$ cat src/rtl/i2s_fade_pkg.sv
// Shared types for the I2S soft-mute fader: state encodings and gain width helper.
// Pure declarations; no latency or flow control.
package i2s_fade_pkg;

    typedef enum logic [2:0] {
        WARMUP   = 3'd0,
        MUTED    = 3'd1,
        FADE_IN  = 3'd2,
        PASS     = 3'd3,
        FADE_OUT = 3'd4,
        ZC_WAIT  = 3'd5
    } fade_state_t;

    // Gain spans 0..2**fade_len_log2 inclusive, so one extra bit above the fraction.
    function automatic int gain_width(input int fade_len_log2);
        return fade_len_log2 + 1;
    endfunction

endpackage

$ cat src/rtl/i2s_tx_fader_if.sv
// Sample stream between DSP and fader plus fader status; master = DSP side, slave = fader.
// Strobe-qualified samples, no backpressure.
interface i2s_tx_fader_if #(
    parameter int PKT_WIDTH = 16
);
    logic [PKT_WIDTH-1:0] pkt_i;
    logic                 pktChanged_i;
    logic                 mute_i;
    logic [PKT_WIDTH-1:0] pkt_o;
    logic                 pktChanged_o;
    logic                 muted_o;
    logic [2:0]           fadeState_o;

    modport master (
        output pkt_i, pktChanged_i, mute_i,
        input  pkt_o, pktChanged_o, muted_o, fadeState_o
    );

    modport slave (
        input  pkt_i, pktChanged_i, mute_i,
        output pkt_o, pktChanged_o, muted_o, fadeState_o
    );
endinterface

$ cat src/rtl/i2s_tx_fader_gain_mult.sv
// Combinational signed sample x unsigned gain, floor-rounded back to sample width.
// Zero latency; no flow control.
module fade_gain_mult #(
    parameter int PKT_WIDTH     = 16,
    parameter int FADE_LEN_LOG2 = 10
) (
    input  logic [PKT_WIDTH-1:0]     pkt,
    input  logic [FADE_LEN_LOG2:0]   gain,
    output logic [PKT_WIDTH-1:0]     prod
);
    localparam int PW = PKT_WIDTH + FADE_LEN_LOG2 + 2;

    logic signed [PW-1:0] pkt_ext;
    logic signed [PW-1:0] gain_ext;
    logic signed [PW-1:0] full;

    assign pkt_ext  = {{(PW-PKT_WIDTH){pkt[PKT_WIDTH-1]}}, pkt};
    assign gain_ext = {{(PW-FADE_LEN_LOG2-1){1'b0}}, gain};
    assign full     = pkt_ext * gain_ext;

    // Arithmetic shift floors toward -inf; unity gain reproduces the input exactly.
    assign prod = PKT_WIDTH'(full >>> FADE_LEN_LOG2);

endmodule

$ cat src/rtl/i2s_tx_fader.sv
// Soft-mute fader: warm-up hold, linear gain ramps, optional zero-cross start (ZERO_CROSS_EN).
// Output 1 cycle after each pktChanged_i strobe; no backpressure, all updates strobe-qualified.
module i2s_tx_fader
    import i2s_fade_pkg::*;
#(
    parameter int PKT_WIDTH      = 16,
    parameter int FADE_LEN_LOG2  = 10,
    parameter int WARMUP_SAMPLES = 4410,
    parameter int ZC_TIMEOUT     = 64
) (
    input  logic              sclk_i,
    input  logic              rst_n_i,
    i2s_tx_fader_if.slave     bus
);
    localparam int GW  = gain_width(FADE_LEN_LOG2);
    localparam int WCW = $clog2(WARMUP_SAMPLES + 1);

    localparam logic [GW-1:0]  UNITY     = {1'b1, {FADE_LEN_LOG2{1'b0}}};
    localparam logic [GW-1:0]  GAIN_ONE  = {{(GW-1){1'b0}}, 1'b1};
    localparam logic [WCW-1:0] WARM_LAST = WCW'(WARMUP_SAMPLES - 1);

    logic [1:0] rst_sync;
    logic       rst_n;

    fade_state_t          state, state_nxt, start_state;
    logic [GW-1:0]        gain, gain_nxt;
    logic [WCW-1:0]       warm_cnt, warm_cnt_nxt;
    logic [PKT_WIDTH-1:0] mult_out;
    logic [PKT_WIDTH-1:0] pkt_q;
    logic                 chg_q;
    logic                 strobe;
    logic                 mute;

    assign strobe = bus.pktChanged_i;
    assign mute   = bus.mute_i;

    // Assertion is immediate; release is retimed so no flop sees a runt reset edge.
    always_ff @(posedge sclk_i or negedge rst_n_i) begin
        if (!rst_n_i) rst_sync <= 2'b00;
        else          rst_sync <= {rst_sync[0], 1'b1};
    end
    assign rst_n = rst_sync[1];

`ifdef ZERO_CROSS_EN
    localparam int ZCW = $clog2(ZC_TIMEOUT + 1);
    localparam logic [ZCW-1:0] ZC_LAST = ZCW'(ZC_TIMEOUT - 1);

    logic [ZCW-1:0] zc_cnt, zc_cnt_nxt;
    logic           prev_neg;
    logic           zc_hit;

    assign start_state = ZC_WAIT;
    assign zc_hit = (bus.pkt_i == '0) || (bus.pkt_i[PKT_WIDTH-1] != prev_neg)
                    || (zc_cnt == ZC_LAST);

    always_ff @(posedge sclk_i or negedge rst_n) begin
        if (!rst_n) begin
            zc_cnt   <= '0;
            prev_neg <= 1'b0;
        end else if (strobe) begin
            zc_cnt   <= zc_cnt_nxt;
            prev_neg <= bus.pkt_i[PKT_WIDTH-1];
        end
    end
`else
    assign start_state = FADE_IN;
`endif

    always_comb begin
        state_nxt    = state;
        gain_nxt     = gain;
        warm_cnt_nxt = warm_cnt;
`ifdef ZERO_CROSS_EN
        zc_cnt_nxt   = zc_cnt;
`endif
        if (strobe) begin
            case (state)
                WARMUP: begin
                    if (warm_cnt == WARM_LAST) begin
                        warm_cnt_nxt = '0;
                        state_nxt    = mute ? MUTED : start_state;
                    end else begin
                        warm_cnt_nxt = warm_cnt + 1'b1;
                    end
                end
                MUTED: begin
                    gain_nxt = '0;
                    if (!mute) state_nxt = start_state;
                end
                FADE_IN: begin
                    // Reversal keeps the current gain so the ramp stays continuous.
                    if (mute) begin
                        state_nxt = FADE_OUT;
                    end else if (gain >= UNITY) begin
                        gain_nxt  = UNITY;
                        state_nxt = PASS;
                    end else begin
                        gain_nxt = gain + GAIN_ONE;
                        if (gain_nxt == UNITY) state_nxt = PASS;
                    end
                end
                PASS: begin
                    gain_nxt = UNITY;
                    if (mute) state_nxt = FADE_OUT;
                end
                FADE_OUT: begin
                    if (!mute) begin
                        state_nxt = FADE_IN;
                    end else if (gain == '0) begin
                        state_nxt = MUTED;
                    end else begin
                        gain_nxt = gain - GAIN_ONE;
                        if (gain_nxt == '0) state_nxt = MUTED;
                    end
                end
                ZC_WAIT: begin
`ifdef ZERO_CROSS_EN
                    gain_nxt = '0;
                    if (mute) begin
                        zc_cnt_nxt = '0;
                        state_nxt  = MUTED;
                    end else if (zc_hit) begin
                        zc_cnt_nxt = '0;
                        state_nxt  = FADE_IN;
                    end else begin
                        zc_cnt_nxt = zc_cnt + 1'b1;
                    end
`else
                    gain_nxt  = '0;
                    state_nxt = MUTED;
`endif
                end
                default: begin
                    gain_nxt  = '0;
                    state_nxt = WARMUP;
                end
            endcase
        end
    end

    always_ff @(posedge sclk_i or negedge rst_n) begin
        if (!rst_n) begin
            state    <= WARMUP;
            gain     <= '0;
            warm_cnt <= '0;
        end else begin
            state    <= state_nxt;
            gain     <= gain_nxt;
            warm_cnt <= warm_cnt_nxt;
        end
    end

    // Datapath uses the gain held before this strobe's update.
    fade_gain_mult #(
        .PKT_WIDTH     (PKT_WIDTH),
        .FADE_LEN_LOG2 (FADE_LEN_LOG2)
    ) u_mult (
        .pkt  (bus.pkt_i),
        .gain (gain),
        .prod (mult_out)
    );

    always_ff @(posedge sclk_i or negedge rst_n) begin
        if (!rst_n) begin
            pkt_q <= '0;
            chg_q <= 1'b0;
        end else begin
            chg_q <= strobe;
            if (strobe) pkt_q <= mult_out;
        end
    end

    assign bus.pkt_o        = pkt_q;
    assign bus.pktChanged_o = chg_q;
    assign bus.muted_o      = (gain == '0);
    assign bus.fadeState_o  = state;

endmodule

$ cat src/flat_wrapper.sv
// flat-port wrapper written by rule: the top's interface ports become plain ports
module i2s_tx_fader_flat import i2s_fade_pkg::*;
#(
    parameter int PKT_WIDTH      = 16,
    parameter int FADE_LEN_LOG2  = 10,
    parameter int WARMUP_SAMPLES = 4410,
    parameter int ZC_TIMEOUT     = 64
)
  (sclk_i, rst_n_i, bus_pkt_i, bus_pktChanged_i, bus_mute_i, bus_pkt_o, bus_pktChanged_o, bus_muted_o, bus_fadeState_o);
  i2s_tx_fader_if #(.PKT_WIDTH(PKT_WIDTH)) bus_i ();
  input  logic sclk_i;
  input  logic rst_n_i;
  input wire logic [$bits(bus_i.pkt_i)-1:0] bus_pkt_i;
  input wire logic [$bits(bus_i.pktChanged_i)-1:0] bus_pktChanged_i;
  input wire logic [$bits(bus_i.mute_i)-1:0] bus_mute_i;
  output wire logic [$bits(bus_i.pkt_o)-1:0] bus_pkt_o;
  output wire logic [$bits(bus_i.pktChanged_o)-1:0] bus_pktChanged_o;
  output wire logic [$bits(bus_i.muted_o)-1:0] bus_muted_o;
  output wire logic [$bits(bus_i.fadeState_o)-1:0] bus_fadeState_o;
  assign bus_i.pkt_i = bus_pkt_i;
  assign bus_i.pktChanged_i = bus_pktChanged_i;
  assign bus_i.mute_i = bus_mute_i;
  assign bus_pkt_o = bus_i.pkt_o;
  assign bus_pktChanged_o = bus_i.pktChanged_o;
  assign bus_muted_o = bus_i.muted_o;
  assign bus_fadeState_o = bus_i.fadeState_o;
  i2s_tx_fader #(.PKT_WIDTH(PKT_WIDTH), .FADE_LEN_LOG2(FADE_LEN_LOG2), .WARMUP_SAMPLES(WARMUP_SAMPLES), .ZC_TIMEOUT(ZC_TIMEOUT)) u_core (.sclk_i(sclk_i), .rst_n_i(rst_n_i), .bus(bus_i));
endmodule
$ cat config.mk
export PLATFORM = sky130hd
export DESIGN_NAME = i2s_tx_fader_flat
export DESIGN_NICKNAME = d
export VERILOG_FILES = /design/src/rtl/i2s_fade_pkg.sv /design/src/rtl/i2s_tx_fader_if.sv /design/src/rtl/i2s_tx_fader_gain_mult.sv /design/src/rtl/i2s_tx_fader.sv /design/src/flat_wrapper.sv
export SDC_FILE = /design/constraint.sdc
export NUM_CORES = 1
export LEC_CHECK = 0
export ABC_AREA = 1
export CAP_MARGIN = 40
export CORE_MARGIN = 10
export CORE_UTILIZATION = 40
export DETAILED_ROUTE_END_ITERATION = 8
export GPL_TIMING_DRIVEN = 1
export SLEW_MARGIN = 20
export SYNTH_ARGS = -nofsm -noshare
export SYNTH_HDL_FRONTEND = slang
export SYNTH_HIERARCHICAL = 1
export SYNTH_SLANG_ARGS = --single-unit
$ cat constraint.sdc
create_clock -name sclk_i -period 1.9 [get_ports sclk_i]
set_input_delay 0.285 -clock sclk_i [delete_from_list [all_inputs] [get_ports sclk_i]]
set_output_delay 0.285 -clock sclk_i [all_outputs]
set_load 0.005 [all_outputs]
# Word level (Yosys, flattened, before mapping)

Index checks and enable logic that the tools add are counted.

Word-level logic and storage cells: 50
Flip-flop bits (word level): 46
Input port bits: 20

Reductions and logical operators: 6
$lt $le $gt $ge: 1
$mul: 1
Mux-type cells: 17
Bitwise gates (word level): 1
Add/subtract/negate cells: 3
Eq/ne operators: 15

Operators by type and width:

| cell                    | number |
|---|---|
| $mux W11                | 4 |
| $pmux W11 S4            | 1 |
| $mux W3                 | 9 |
| $mul A16 B12 Y26        | 1 |
| $logic_not A11 Y1       | 2 |
| $pmux W3 S6             | 1 |
| $add A13 B1 Y13 const B | 1 |
| $eq A13 B13 Y1 const B  | 1 |
| $mux W13                | 1 |
| $add A11 B1 Y11 const B | 1 |
| $eq A11 B11 Y1 const B  | 1 |
| $ge A11 B11 Y1 const B  | 1 |
| $sub A11 B1 Y11 const B | 1 |
| $ne A2 B2 Y1 const B    | 5 |
| $eq A3 B2 Y1 const B    | 2 |
| $eq A3 B3 Y1 const B    | 2 |
| $reduce_and A6 Y1       | 1 |
| $reduce_and A5 Y1       | 1 |
| $ne A4 B2 Y1 const B    | 1 |
| $ne A4 B3 Y1 const B    | 1 |
| $eq A3 B1 Y1 const B    | 1 |
| $logic_not A3 Y1        | 1 |
| $mux W2                 | 1 |
| $ne A2 B1 Y1 const B    | 1 |
| 2 further kinds         | 2 |

# Depth between registers and ports, before layout

Word-level depth: 6
Depth in mapped cells: 27

# Hierarchy

Netlist, hierarchy kept.

Modules (own cells, without submodules):

| module         | area an instance (um2) | instances | cells each | sequential area each (um2) |
|---|---|---|---|---|
| fade_gain_mult | 6,710.2                | 1         | 923        | 0.0 |
| i2s_tx_fader   | 2,830.2                | 1         | 401        | 1,151.1 |

# Least setup slack after synthesis

Ideal clock, no wire load.

Kind: reg-to-reg
From: register u_core.gain[3]
To: register u_core.pkt_q[14], in the netlist u_core/bus.pkt_o[14]
Data required time: 1,783 ps
Setup slack: -3,115 ps
Arrival: 4,898 ps
Buffers on the path: 2
Cell stages (with the launch flop): 23
Library setup time: 117 ps
Cells stage by stage: dfrtp_1 -> clkbuf_1 -> clkbuf_1 -> nand2_1 -> fa_1 -> fa_1 -> inv_1 -> fa_1 -> fa_1 -> inv_1 -> fa_1 -> inv_1 -> ha_1 -> a21oi_1 -> o21ai_0 -> a21oi_1 -> nand2_2 -> nand2_1 -> nand2_1 -> nand2_1 -> nand2_1 -> nand2_1 -> nand2_1

Cells in the longest elaborated chain, start to end: 1

Ends and longest elaborated chain:

| element                       | RTL line                     | source |
|---|---|---|
| start, declared               | i2s_tx_fader.sv:26           | `logic [GW-1:0] gain, gain_nxt;` |
| start signal, assigned        | i2s_tx_fader.sv:148          | `gain <= gain_nxt;` |
| $mul A16 B12 Y26              | i2s_tx_fader_gain_mult.sv:19 | `assign full = pkt_ext * gain_ext;` |
| named net u_core.mult_out[14] | i2s_tx_fader.sv:28           | `logic [PKT_WIDTH-1:0] mult_out;` |
| end signal, assigned          | i2s_tx_fader.sv:169          | `if (strobe) pkt_q <= mult_out;` |
| end, declared                 | i2s_tx_fader.sv:29           | `logic [PKT_WIDTH-1:0] pkt_q;` |

The timed path passes the listed nets, and every way through them passes these cells.
A chain may end at the register's enable or synchronous reset.

# Worst setup path after layout

From: register u_core.gain[6]
To: register u_core.pkt_q[12], in the netlist u_core/bus.pkt_o[12]

The elaborated chain is that of the path after synthesis.

==> metrics.cfg <==
[timing]
rsz0062_at_grt = yes
min_period_ns = 4.78
hold_violations = 0
drv_slew = 0
period_share = 2.52
fmax_mhz = 209
relSlewSlack = 0.633
hold_ws_ns = 0.156
fin_worst_skew_ns = 0.00933
setup_viol = 31
worst_pin_slew_ns = 0.550
fin_ws_ns = -2.88

[logic_synthesis]
synth_ff_type = dfrtp_1
synth_top_area_frac = 0.319
synthTopCellsByArea = fa_1 (32%), nand2_1 (16%), inv_1 (13%)
syn_nets = 1555
syn_avg_cell_area_um2 = 7.21
syn_inst = 1324
yosysTopAreaCell = fa_1
syn_area_um2 = 9540
synthArstFlopShare = 1.00
synthDistinctLibCells = 48
ys_ff_latch = 46
synth_edf_count = 0
seq_area_frac_synth = 0.121
yosys_warnings = 6

[grt]
grt_pass1_vias = 9201
grt_max_degree = 24
grt_overflow = 0
grt_pass1_wl_um = 43600
globalRouteTotalUtil = 0.171
antenna_found_initial = 0

[cells_and_area]
multiInputGateArea_um2 = 7810
drive_gt1_frac = 0.298
syn_to_final_growth_pct = 36.5
antenna_cells = 0
fin_nets = 1747
n_fill_cell = 2196
ff_latch_area_um2 = 1160

[critical_path]
cp_max_fo = 4
worstSetupEndpointType = register
critPathLaunchType = register
worstPathRequired_ns = 2.08
rr_worst_depth = 23
cpMostUsedCell = fa_1
critPathMaxStageDelay_ns = 0.53
cp.arrival_ns = 4.96
cp_cell_sequence = buf_12, nand2_4, inv_2, fa_1, inv_1, fa_1, inv_2, fa_1, fa_1, inv_2, fa_1, inv_2, ha_4, nand2_4, buf_6, buf_6, nor2_4, buf_6, nand4_1, nand4_1, nand2_1, nand2_1, nand2_1
slowest_stage = fa_1
critical_path_class = register to register

[route]
wl_per_cell_um = 13.8
vias = 8672
drtIter0Drc = 548
ant_nets = 0
vias_per_cell = 4.72
drc_errors = 0
wirelength_um = 25400
dr.pass1.iters = 6

[clocking]
path_clk_slew_ns = 0.07
clockRootBuffer = clkbuf_16
clkSinkCount = 46
cts_tree = done
cts_inserted_buffers = 5
clkLatencyLatePin_ns = 0.29
htreeDepth = 2
clock_path_buffers = 2

[floorplan]
ios = 41
dieArea_um2 = 30400
die_y_um = 174
rows = 56
fp.dieW_um = 174
core_um2 = 23500
start_util = 0.406

[outcome]
outcome = finished, violations left
failed_checks = negative setup slack

[worst_hold_path]
min_path_type = input pin to asynchronous set/reset pin

[place]
port_buffers = 40
dp_hpwl_um = 20700
gp_congestion = 0.862

[run]
drv_cap = 0

-- timing repair --
action                                 in CTS  in global routing
setup buffers                              27                 12
gates cloned                                2                  0
resized for setup                         136                 87
setup endpoints to repair                  31                 32
hold buffers                                0                  0
endpoints found under the hold margin       0                  0
pin swaps                                  56                 65
-- final timing paths --
check	from	endpoint	slack, ns
worst max-delay path	u_core/gain[6]$_DFFE_PN0P_	u_core/bus.pkt_o[12]$_DFFE_PN0P_	-2.88
worst min-delay path	rst_n_i	u_core/rst_sync[0]$_DFF_PN0_	0.16
worst max register to register	u_core/gain[6]$_DFFE_PN0P_	u_core/bus.pkt_o[12]$_DFFE_PN0P_	-2.88
worst min register to register	u_core/rst_sync[1]$_DFF_PN0_	u_core/bus.fadeState_o[1]$_DFFE_PN0P_	0.26
max in group asynchronous	u_core/rst_sync[1]$_DFF_PN0_	u_core/bus.pkt_o[8]$_DFFE_PN0P_	1.14
min in group sclk_i	u_core/rst_sync[0]$_DFF_PN0_	u_core/rst_sync[1]$_DFF_PN0_	0.36
-- stage by stage --
step / worst slack (ns) / cell area (um2) / utilization / instances / setup TNS [ns]
after global routing: -3.08 / 13000 / 0.555 / 1836 / -51.27
after detailed placement: -3.20 / 11900 / 0.505 / 1790 / -53.46
after CTS: -2.85 / 12700 / 0.541 / 1827 / -46.64
final: -2.88 / 13000 / 0.555 / 1836 / -46.85
after floorplan: -2.63 / 10100 / - / 1324 / -40.17
after global placement: -3.22 / 11900 / 0.505 / 1790 / -53.03
-- Yosys cell counts, types with 2 or more instances --
cell type / number
buf_4: 2
fa_1: 152
ha_1: 59
a21o_1: 4
inv_1: 336
buf_2: 4
nand4_1: 13
nor3_2: 2
inv_2: 7
a21oi_1: 27
xor2_1: 14
o21bai_1: 3
nor4_1: 3
o21a_1: 2
clkbuf_1: 34
nand3_2: 3
nor3_1: 9
nand2_4: 2
nand2_1: 394
o21ai_0: 24
a22o_1: 2
buf_6: 4
nor2_2: 9
nor2_1: 70
nand3_1: 42
o22ai_1: 2
nor2_4: 3
dfrtp_1: 46
o21ai_1: 14
xnor2_1: 6
a21boi_0: 2
nand2_2: 14
-- layout make-up --
| cell class | instances | area share |
|---|---|---|
| Multi-Input combinational cell | 888 | 0.600 |
| Tap cell | 319 | 0.0307 |
| Sequential cell | 46 | 0.0892 |
| Inverter | 344 | 0.102 |
| Timing Repair Buffer | 231 | 0.165 |
| Clock buffer | 5 | 0.00961 |
| Clock inverter | 3 | 0.00346 |
-- kinds of logic after synthesis --
group / after synthesis / share of synthesized area
simple gates: 568 / 0.251
other cells: 1 / 0.000393
buf+inv: 390 / 0.160
xor+xnor: 20 / 0.0184
fa+ha+maj: 211 / 0.396
flops: 46 / 0.121
compound gates: 88 / 0.0532
-- critical path, delay by kind of cell (launching register included) --
kind	cells	cell delay, ns
buffers and inverters	9	0.73
adder cells (fa/ha/maj)	6	2.87
flip-flops	1	0.45
AND/OR/NAND/NOR	8	0.62
-- sequential cells by signal, summed over array words and instances (netlist names) --
signal                   flops
u_core/bus.pkt_o            16
u_core/warm_cnt             13
u_core/gain                 11
u_core/bus.fadeState_o       3
u_core/rst_sync              2
u_core/bus.pktChanged_o      1
-- placed cells by master, fill, tap and decap left out, types with 15 or more instances in the layout --
cell             count
nand2_4             22
buf_6               23
nor2_2              15
buf_12              16
nand3_1             34
buf_4              150
ha_4                20
fa_2                16
ha_1                37
nand2_2             53
inv_2               38
nor2_1              53
inv_1              298
dfrtp_1             38
clkdlybuf4s50_1     30
fa_1               136
nand2_1            335
-- per-layer routing --
metal  vias to the layer above  track usage  routed length (um)
met5                         -            0                   0
met4                         0       0.0306                 391
met3                        31       0.0137                 666
met2                       160        0.318               13400
met1                      4239        0.212               11000
li1                       4242            -                   -
Power is left out: the tool's default activity adds up to more than one toggle a clock period on the data nets, which glitch-free logic cannot reach.
